File: config.mk
export PLATFORM = sky130hd
export DESIGN_NAME = tage_fold_history
export DESIGN_NICKNAME = d
export VERILOG_FILES = /design/src/rtl/tage_fold_history_pkg.sv /design/src/rtl/tage_fold_history_fold_step.sv /design/src/rtl/tage_fold_history.sv
export SDC_FILE = /design/constraint.sdc
export NUM_CORES = 2
export LEC_CHECK = 0
export ABC_AREA = 1
export CAP_MARGIN = 10
export CORE_MARGIN = 2
export CORE_UTILIZATION = 50
export CTS_BUF_LIST = sky130_fd_sc_hd__clkbuf_8
export DETAILED_ROUTE_END_ITERATION = 8
export HOLD_SLACK_MARGIN = 0.1
export PLACE_DENSITY = 0.7
export SLEW_MARGIN = 5
export SYNTH_ARGS = -nofsm -noshare
export SYNTH_HDL_FRONTEND = slang
export SYNTH_HIERARCHICAL = 1
export SYNTH_SLANG_ARGS = --single-unit
File: constraint.sdc
create_clock -name clk -period 6.1 [get_ports clk]
set_input_delay 1.22 -clock clk [delete_from_list [all_inputs] [get_ports clk]]
set_output_delay 1.22 -clock clk [all_outputs]
set_load 0.05 [all_outputs]
File: src/rtl/tage_fold_history_pkg.sv
// Shared types and sizing for the TAGE folded-history unit.
package tage_fold_history_pkg;

  localparam int unsigned GHIST_SIZE  = 256;  // must be a power of 2
  localparam int unsigned GHIST_PTR_W = $clog2(GHIST_SIZE);
  localparam int unsigned TAGE_BANK   = 4;
  localparam int unsigned IDX_W       = 11;
  localparam int unsigned TAG1_W      = 12;
  localparam int unsigned TAG2_W      = 10;

  // History length per bank; bank 0 sits in the least-significant slot.
  localparam logic [TAGE_BANK-1:0][31:0] HIST_LEN = {32'd64, 32'd32, 32'd16, 32'd8};

  typedef struct packed {
    logic [TAGE_BANK-1:0][IDX_W-1:0]  fold_idx;
    logic [TAGE_BANK-1:0][TAG1_W-1:0] fold_tag1;
    logic [TAGE_BANK-1:0][TAG2_W-1:0] fold_tag2;
  } TageFoldHist;

endpackage

File: src/rtl/tage_fold_history_fold_step.sv
// One single-bit update of a W-bit fold over an L-bit history window.
module tage_fold_history_fold_step #(
  parameter int unsigned W = 11,
  parameter int unsigned L = 8
) (
  input  logic [W-1:0] f,
  input  logic         n,
  input  logic         old,
  output logic [W-1:0] f_next
);

  // The bit leaving the window was last placed at position L mod W after L rotations.
  localparam int unsigned Shift = L % W;

  assign f_next = {f[W-2:0], f[W-1]} ^ W'(n) ^ (W'(old) << Shift);

endmodule

File: src/rtl/tage_fold_history.sv
// Speculative global history plus per-bank folded histories for TAGE.
// Advances by up to two outcomes per cycle; redirects restore from an FTQ snapshot.
module tage_fold_history
  import tage_fold_history_pkg::*;
(
  input  logic                   clk,
  input  logic                   rst,
  input  logic                   stall,
  input  logic                   pred_valid,
  input  logic [1:0]             pred_shift_num,
  input  logic                   pred_taken,
  input  logic                   redirect_valid,
  input  logic [GHIST_PTR_W-1:0] redirect_ptr,
  input  TageFoldHist            redirect_fold,
  input  logic [1:0]             redirect_shift_num,
  input  logic                   redirect_taken,
  output TageFoldHist            hist,
  output logic [GHIST_PTR_W-1:0] ghist_ptr
);

  logic [GHIST_SIZE-1:0]  ghist_q, ghist_d;
  logic [GHIST_PTR_W-1:0] ptr_q, ptr_d;
  TageFoldHist            hist_q, hist_d;

  logic                   upd;
  logic [GHIST_PTR_W-1:0] base_ptr;
  TageFoldHist            base_fold;
  logic [1:0]             shift_num;
  logic                   taken;

  logic                   one_step, two_step;
  logic [GHIST_PTR_W-1:0] p0, p1;
  logic                   n0, n1;

  TageFoldHist            hist_s1, hist_s2;

  // Pick the update source: redirect beats prediction, stall only gates prediction.
  always_comb begin
    upd       = 1'b0;
    base_ptr  = ptr_q;
    base_fold = hist_q;
    shift_num = 2'd0;
    taken     = 1'b0;
    if (redirect_valid) begin
      upd       = 1'b1;
      base_ptr  = redirect_ptr;
      base_fold = redirect_fold;
      shift_num = redirect_shift_num;
      taken     = redirect_taken;
    end else if (pred_valid && !stall) begin
      upd       = 1'b1;
      shift_num = pred_shift_num;
      taken     = pred_taken;
    end
  end

  // shift_num of 3 is out of range and is treated as 2.
  assign one_step = (shift_num != 2'd0);
  assign two_step = shift_num[1];
  assign p0       = base_ptr;
  assign p1       = base_ptr + GHIST_PTR_W'(1);
  // Only the last shifted bit carries the outcome; earlier bits are not-taken.
  assign n0       = two_step ? 1'b0 : taken;
  assign n1       = taken;

  for (genvar b = 0; b < TAGE_BANK; b++) begin : g_bank
    localparam int unsigned L = int'(HIST_LEN[b]);

    logic old0, old1;
    // Step 1 writes p0, step 2 reads p1-L; these never alias because L > 1.
    assign old0 = ghist_q[p0 - GHIST_PTR_W'(L)];
    assign old1 = ghist_q[p1 - GHIST_PTR_W'(L)];

    tage_fold_history_fold_step #(.W(IDX_W), .L(L)) u_idx_s1 (
      .f      (base_fold.fold_idx[b]),
      .n      (n0),
      .old    (old0),
      .f_next (hist_s1.fold_idx[b])
    );
    tage_fold_history_fold_step #(.W(IDX_W), .L(L)) u_idx_s2 (
      .f      (hist_s1.fold_idx[b]),
      .n      (n1),
      .old    (old1),
      .f_next (hist_s2.fold_idx[b])
    );
    tage_fold_history_fold_step #(.W(TAG1_W), .L(L)) u_tag1_s1 (
      .f      (base_fold.fold_tag1[b]),
      .n      (n0),
      .old    (old0),
      .f_next (hist_s1.fold_tag1[b])
    );
    tage_fold_history_fold_step #(.W(TAG1_W), .L(L)) u_tag1_s2 (
      .f      (hist_s1.fold_tag1[b]),
      .n      (n1),
      .old    (old1),
      .f_next (hist_s2.fold_tag1[b])
    );
    tage_fold_history_fold_step #(.W(TAG2_W), .L(L)) u_tag2_s1 (
      .f      (base_fold.fold_tag2[b]),
      .n      (n0),
      .old    (old0),
      .f_next (hist_s1.fold_tag2[b])
    );
    tage_fold_history_fold_step #(.W(TAG2_W), .L(L)) u_tag2_s2 (
      .f      (hist_s1.fold_tag2[b]),
      .n      (n1),
      .old    (old1),
      .f_next (hist_s2.fold_tag2[b])
    );
  end

  // Next state: commit 0, 1 or 2 steps on top of the selected base.
  always_comb begin
    ghist_d = ghist_q;
    ptr_d   = ptr_q;
    hist_d  = hist_q;
    if (upd) begin
      if (two_step) begin
        hist_d      = hist_s2;
        ptr_d       = base_ptr + GHIST_PTR_W'(2);
        ghist_d[p0] = n0;
        ghist_d[p1] = n1;
      end else if (one_step) begin
        hist_d      = hist_s1;
        ptr_d       = base_ptr + GHIST_PTR_W'(1);
        ghist_d[p0] = n0;
      end else begin
        hist_d = base_fold;
        ptr_d  = base_ptr;
      end
    end
  end

  // State registers with synchronous reset.
  always_ff @(posedge clk) begin
    if (rst) begin
      ghist_q <= '0;
      ptr_q   <= '0;
      hist_q  <= '0;
    end else begin
      ghist_q <= ghist_d;
      ptr_q   <= ptr_d;
      hist_q  <= hist_d;
    end
  end

  assign hist      = hist_q;
  assign ghist_ptr = ptr_q;

endmodule

After elaboration in Yosys (flattened, before gate mapping)
Index checks and enable logic that the tools add are counted.
Widths: inputs -> output; s select.
- add/sub/neg operators: 10
- magnitude comparators: 12
- mux-type cells: 37
- bitwise logic cells: 48
- reduce and logical (&&, ||, !) cells: 7
- operators with widths (kind ; count):
    $bwmux 256 ; 2
    $mux 256 ; 2
    $mux 132 ; 3
    $xor 12x1->12 ; 8
    $lt 8x9->1 const B ; 10
    $xor 11x1->11 ; 8
    $xor 10x1->10 ; 8
    $bmux 1 s8 ; 8
    $xor 12x5->12 ; 4
    $xor 12x9->12 ; 4
    $mux 8 ; 3
    $xor 11x10->11 ; 2
    $xor 11x11->11 ; 2
    $xor 11x6->11 ; 2
    $xor 11x9->11 ; 2
    $xor 10x3->10 ; 2
    $xor 10x5->10 ; 2
    $xor 10x7->10 ; 2
    $xor 10x9->10 ; 2
    $demux 1 s8 ; 2
    $ge 8x1->1 const B ; 2
    $sub 8x4->8 const B ; 2
    $sub 8x5->8 const B ; 2
    $sub 8x6->8 const B ; 2
    other kinds (9) ; 28
- flip-flop bits (word level): 396
- bits of input ports: 151
- word-level logic and storage cells: 128

Logic depth before layout (Yosys ltp)
- depth in word-level cells: 10
- mapped depth: 29
- mapped depth without buffers: 24

Modules after synthesis
Netlist, hierarchy kept.
- modules (own cells, without submodules) (module ; times used ; cells each ; area each (um2)):
    tage_fold_history ; 1 ; 5703 ; 32444.9
    tage_fold_history_fold_step at g_bank[0].u_tag1_s1 ... ; 8 ; 20 ; 112.6
    tage_fold_history_fold_step at g_bank[0].u_idx_s1 ... ; 8 ; 19 ; 105.1
    tage_fold_history_fold_step at g_bank[0].u_tag2_s1 ... ; 8 ; 18 ; 97.6

Least setup slack after synthesis
Ideal clock, no wire load.
- kind: input -> register
- start: input port redirect_valid
- end: register hist_q, in the netlist hist[8]
- arrival: 4.987 ns
- required time: 6.044 ns
- setup slack: 1.056 ns
- stages: 28
- path through: buf_6 -> inv_4 -> buf_4 -> nand2_1 -> nand2_1 -> buf_2 -> buf_1 -> ha_1 -> nand2_2 -> nor2_8 -> xor2_2 -> clkbuf_1 -> ha_1 -> clkbuf_1 -> inv_1 -> nand3_1 -> nand2_1 -> nand2_1 -> nand3_1 -> nand2_1 -> nand2_1 -> nand2_1 -> inv_1 -> nand2_1 -> nand2_1 -> a21oi_1 -> or2_2 -> inv_1
- RTL lines (item ; RTL line ; RTL):
    from (decl) ; tage_fold_history.sv:12 ; input logic redirect_valid,
    to (signal assigned) ; tage_fold_history.sv:143 ; hist_q <= hist_d;
    to (decl) ; tage_fold_history.sv:23 ; TageFoldHist hist_q, hist_d;

==> qor.yml <==
outcome:
  run_status: "finished clean"
cells_and_area:
  nNetsFinal: 6064
  final_layout_size_suffix_gt1_share_pct: 6.74
  num-fill-cells: 7194
  area_delta_synth_final_pct: 9.07
cts:
  post_cts_resized: 0
  cts_root_buffer: "clkbuf_8"
  path_clk_slew_ns: 0.06
  clk-insertion-delay-late_ns: 0.71
  tritoncts: "built"
  cts_buffers: 79
  cts_hold_buf: 0
  clock_path_buffers: 3
  cts.htree.levels: 3
  clock_sinks: 396
  cts_setup_buffers: 0
power:
  p_total_mw: 10.3
  powerDensity_nw_per_um2: 269
  peakVddDrop_uv: 174
  p_leak_nw: 16.9
floorplan:
  ios: 291
  core_area_um2: 68900
  die_h_um: 268
  die_area_um2: 72100
  rows: 96
  die_w_um: 268
  initial_core_util_pct: 50.7
place:
  hpwl_um: 96900
  io_buffers: 290
  place.gp.congestion: 1.10
worst_setup_path:
  path_common_cell: "nand3_1"
  cp_max_fo: 24
  worstSetupStartpointType: "input port"
  crit_path_max_incr_delay_ns: 0.72
  critPathSlowestCell: "clkdlybuf4s50_1"
  arrival_ns: 5.61
  crit_chain: "clkdlybuf4s50_1 -> inv_1 -> nand2_1 -> nand2_4 -> ha_2 -> inv_2 -> buf_4 -> nand3_1 -> nand3_1 -> nand3_1 -> nand3_1 -> nand3_1 -> nand3_1 -> nor2_1 -> nor2_1 -> nand2_1 -> nand2_1 -> a21oi_1 -> or2_2 -> inv_1"
  required_ns: 6.73
  endpoint_kind: "flip-flop"
  criticalPathCategory: "in2reg"
global_route:
  grt_pass1_wl_um: 222000
  grt_antenna_before_repair: 10
  first_global_vias: 36200
  overflow: 0
  track_usage_pct: 40.1
  grt_max_degree: 159
sta:
  period_share_pct: 81.7
  tns_ns: 0
  worst_pin_slew_ns: 1.26
  min_period_ns: 4.98
  fin_skew_ns: 0.0321
  rsz0062_at_grt: "no"
  setup_viol: 0
  max_freq_mhz: 201
  final-hold-violation-count: 0
  slew_headroom_pct: 16.0
  slew_viol_final: 0
synth:
  ys_types: 40
  syn_area_um2: 35000
  ys_seq_elements: 396
  synth_ff_type: "dfxtp_1"
  synth_most_common_cell: "nand2_1"
  yosysTopAreaCellShare_pct: 22.7
  synth_top_cell_by_area: "dfxtp_1"
  synth_edf_count: 0
  syn_avg_cell_area_um2: 5.68
  synth_fp_nets: 6330
  yosys-top-cells-count: "nand2_1, nand3_1, a21oi_1"
  synth_area_leaders: "dfxtp_1, nand2_1, nand3_1"
  ys_seq_area_share_pct: 22.7
  yosys_warnings: 6
  syn-instance-count: 6159
  synthArstFlopShare_pct: 0
drt:
  drtIter0Drc: 5813
  vias: 41700
  final_antenna_net_count: 0
  drtPass1Iterations: 8
  drc: 0
  routed_wl_um: 151000
  vias_per_cell: 6.05
  wl_per_cell_um: 21.8
hold_path:
  hold_class: "reg2reg"
run:
  maxCapViolations: 0
critical path, delay by kind of cell:
kind / cells / cell delay [ns]
compound gates: 1 / 0.05
simple gates: 13 / 2.34
fa+ha+maj: 1 / 0.34
buf+inv: 5 / 1.64
area by class of cell:
cell class | instances | area, um2 | share of cell area, %
multi-input cells | 4436 | 21200 | 55.6
flip-flops and latches | 396 | 7930 | 20.8
repair buffers | 402 | 3940 | 10.3
inverters | 578 | 2190 | 5.75
clock buffers | 100 | 1380 | 3.61
well taps | 931 | 1160 | 3.05
clock inverters | 41 | 284 | 0.745
diodes | 16 | 40.0 | 0.105
sequential cells by signal, summed over array words and instances (netlist names):
name       count
ghist_q      256
hist         132
ghist_ptr      8
path summary, 6_finish.rpt:
| path | startpoint | endpoint | slack (ns) | cells after the start |
|---|---|---|---|---|
| worst max-delay path | redirect_ptr[0] | hist[34] | 1.12 | 20 |
| worst min-delay path | ghist_q[57] | ghist_q[57] | 0.52 | 2 |
| worst max register to register | ghist_ptr[0] | hist[34] | 1.83 | 19 |
| worst min register to register | ghist_q[57] | ghist_q[57] | 0.52 | 2 |
per-layer routing:
| layer | share of wire, % | up-vias | wire, um | GRT usage [%] |
|---|---|---|---|---|
| met1 | 40 | 19100 | 60100 | 53.9 |
| li1 | - | 19600 | - | - |
| met4 | 5.8 | 0 | 8740 | 21.4 |
| met3 | 12 | 494 | 17800 | 9.30 |
| met5 | 0 | - | 0 | 0 |
| met2 | 43 | 2546 | 64100 | 59.5 |
power breakdown:
| part | switching (mW) | internal, mW |
|---|---|---|
| registers | 0.155 | 2.87 |
| logic | 2.98 | 1.29 |
| clock network | 1.35 | 1.64 |
| total | 4.49 | 5.79 |
stage by stage:
stage          util, %  std cells  hold slack, ns  instance area, um2  setup slack, ns
2_1_floorplan        -       6159           0.492               35000             1.06
3_3_place_gp      52.8       6743           0.503               36400            0.583
3_5_place_dp      52.8       6743           0.510               36400            0.591
4_1_cts           55.3       6884           0.523               38100             1.30
5_1_grt           55.3       6891           0.537               38100            0.974
6_report          55.3       6900           0.523               38100             1.12
cells by family after synthesis:
group	share of synthesized area [%]
AOI/OAI and AO/OA	25.2
xor gates and xnor gates	0.605
adders and majority gates	0.716
buffers and inverters	16.9
DFF	22.7
and+or+nand+nor	33.9
cell usage in the layout (no fill, tap or decap), types with 112 or more instances in the layout:
cell / synthesis / final
inv_1: 556 / 580
a31oi_1: 225 / 225
o21ai_0: 388 / 388
a21oi_1: 736 / 736
dfxtp_1: 396 / 396
o31ai_1: 112 / 112
nand3_1: 823 / 823
clkdlybuf4s50_1: 0 / 288
o21ai_1: 166 / 165
nand2_1: 1701 / 1698
Power figures use the tool's default switching activity.
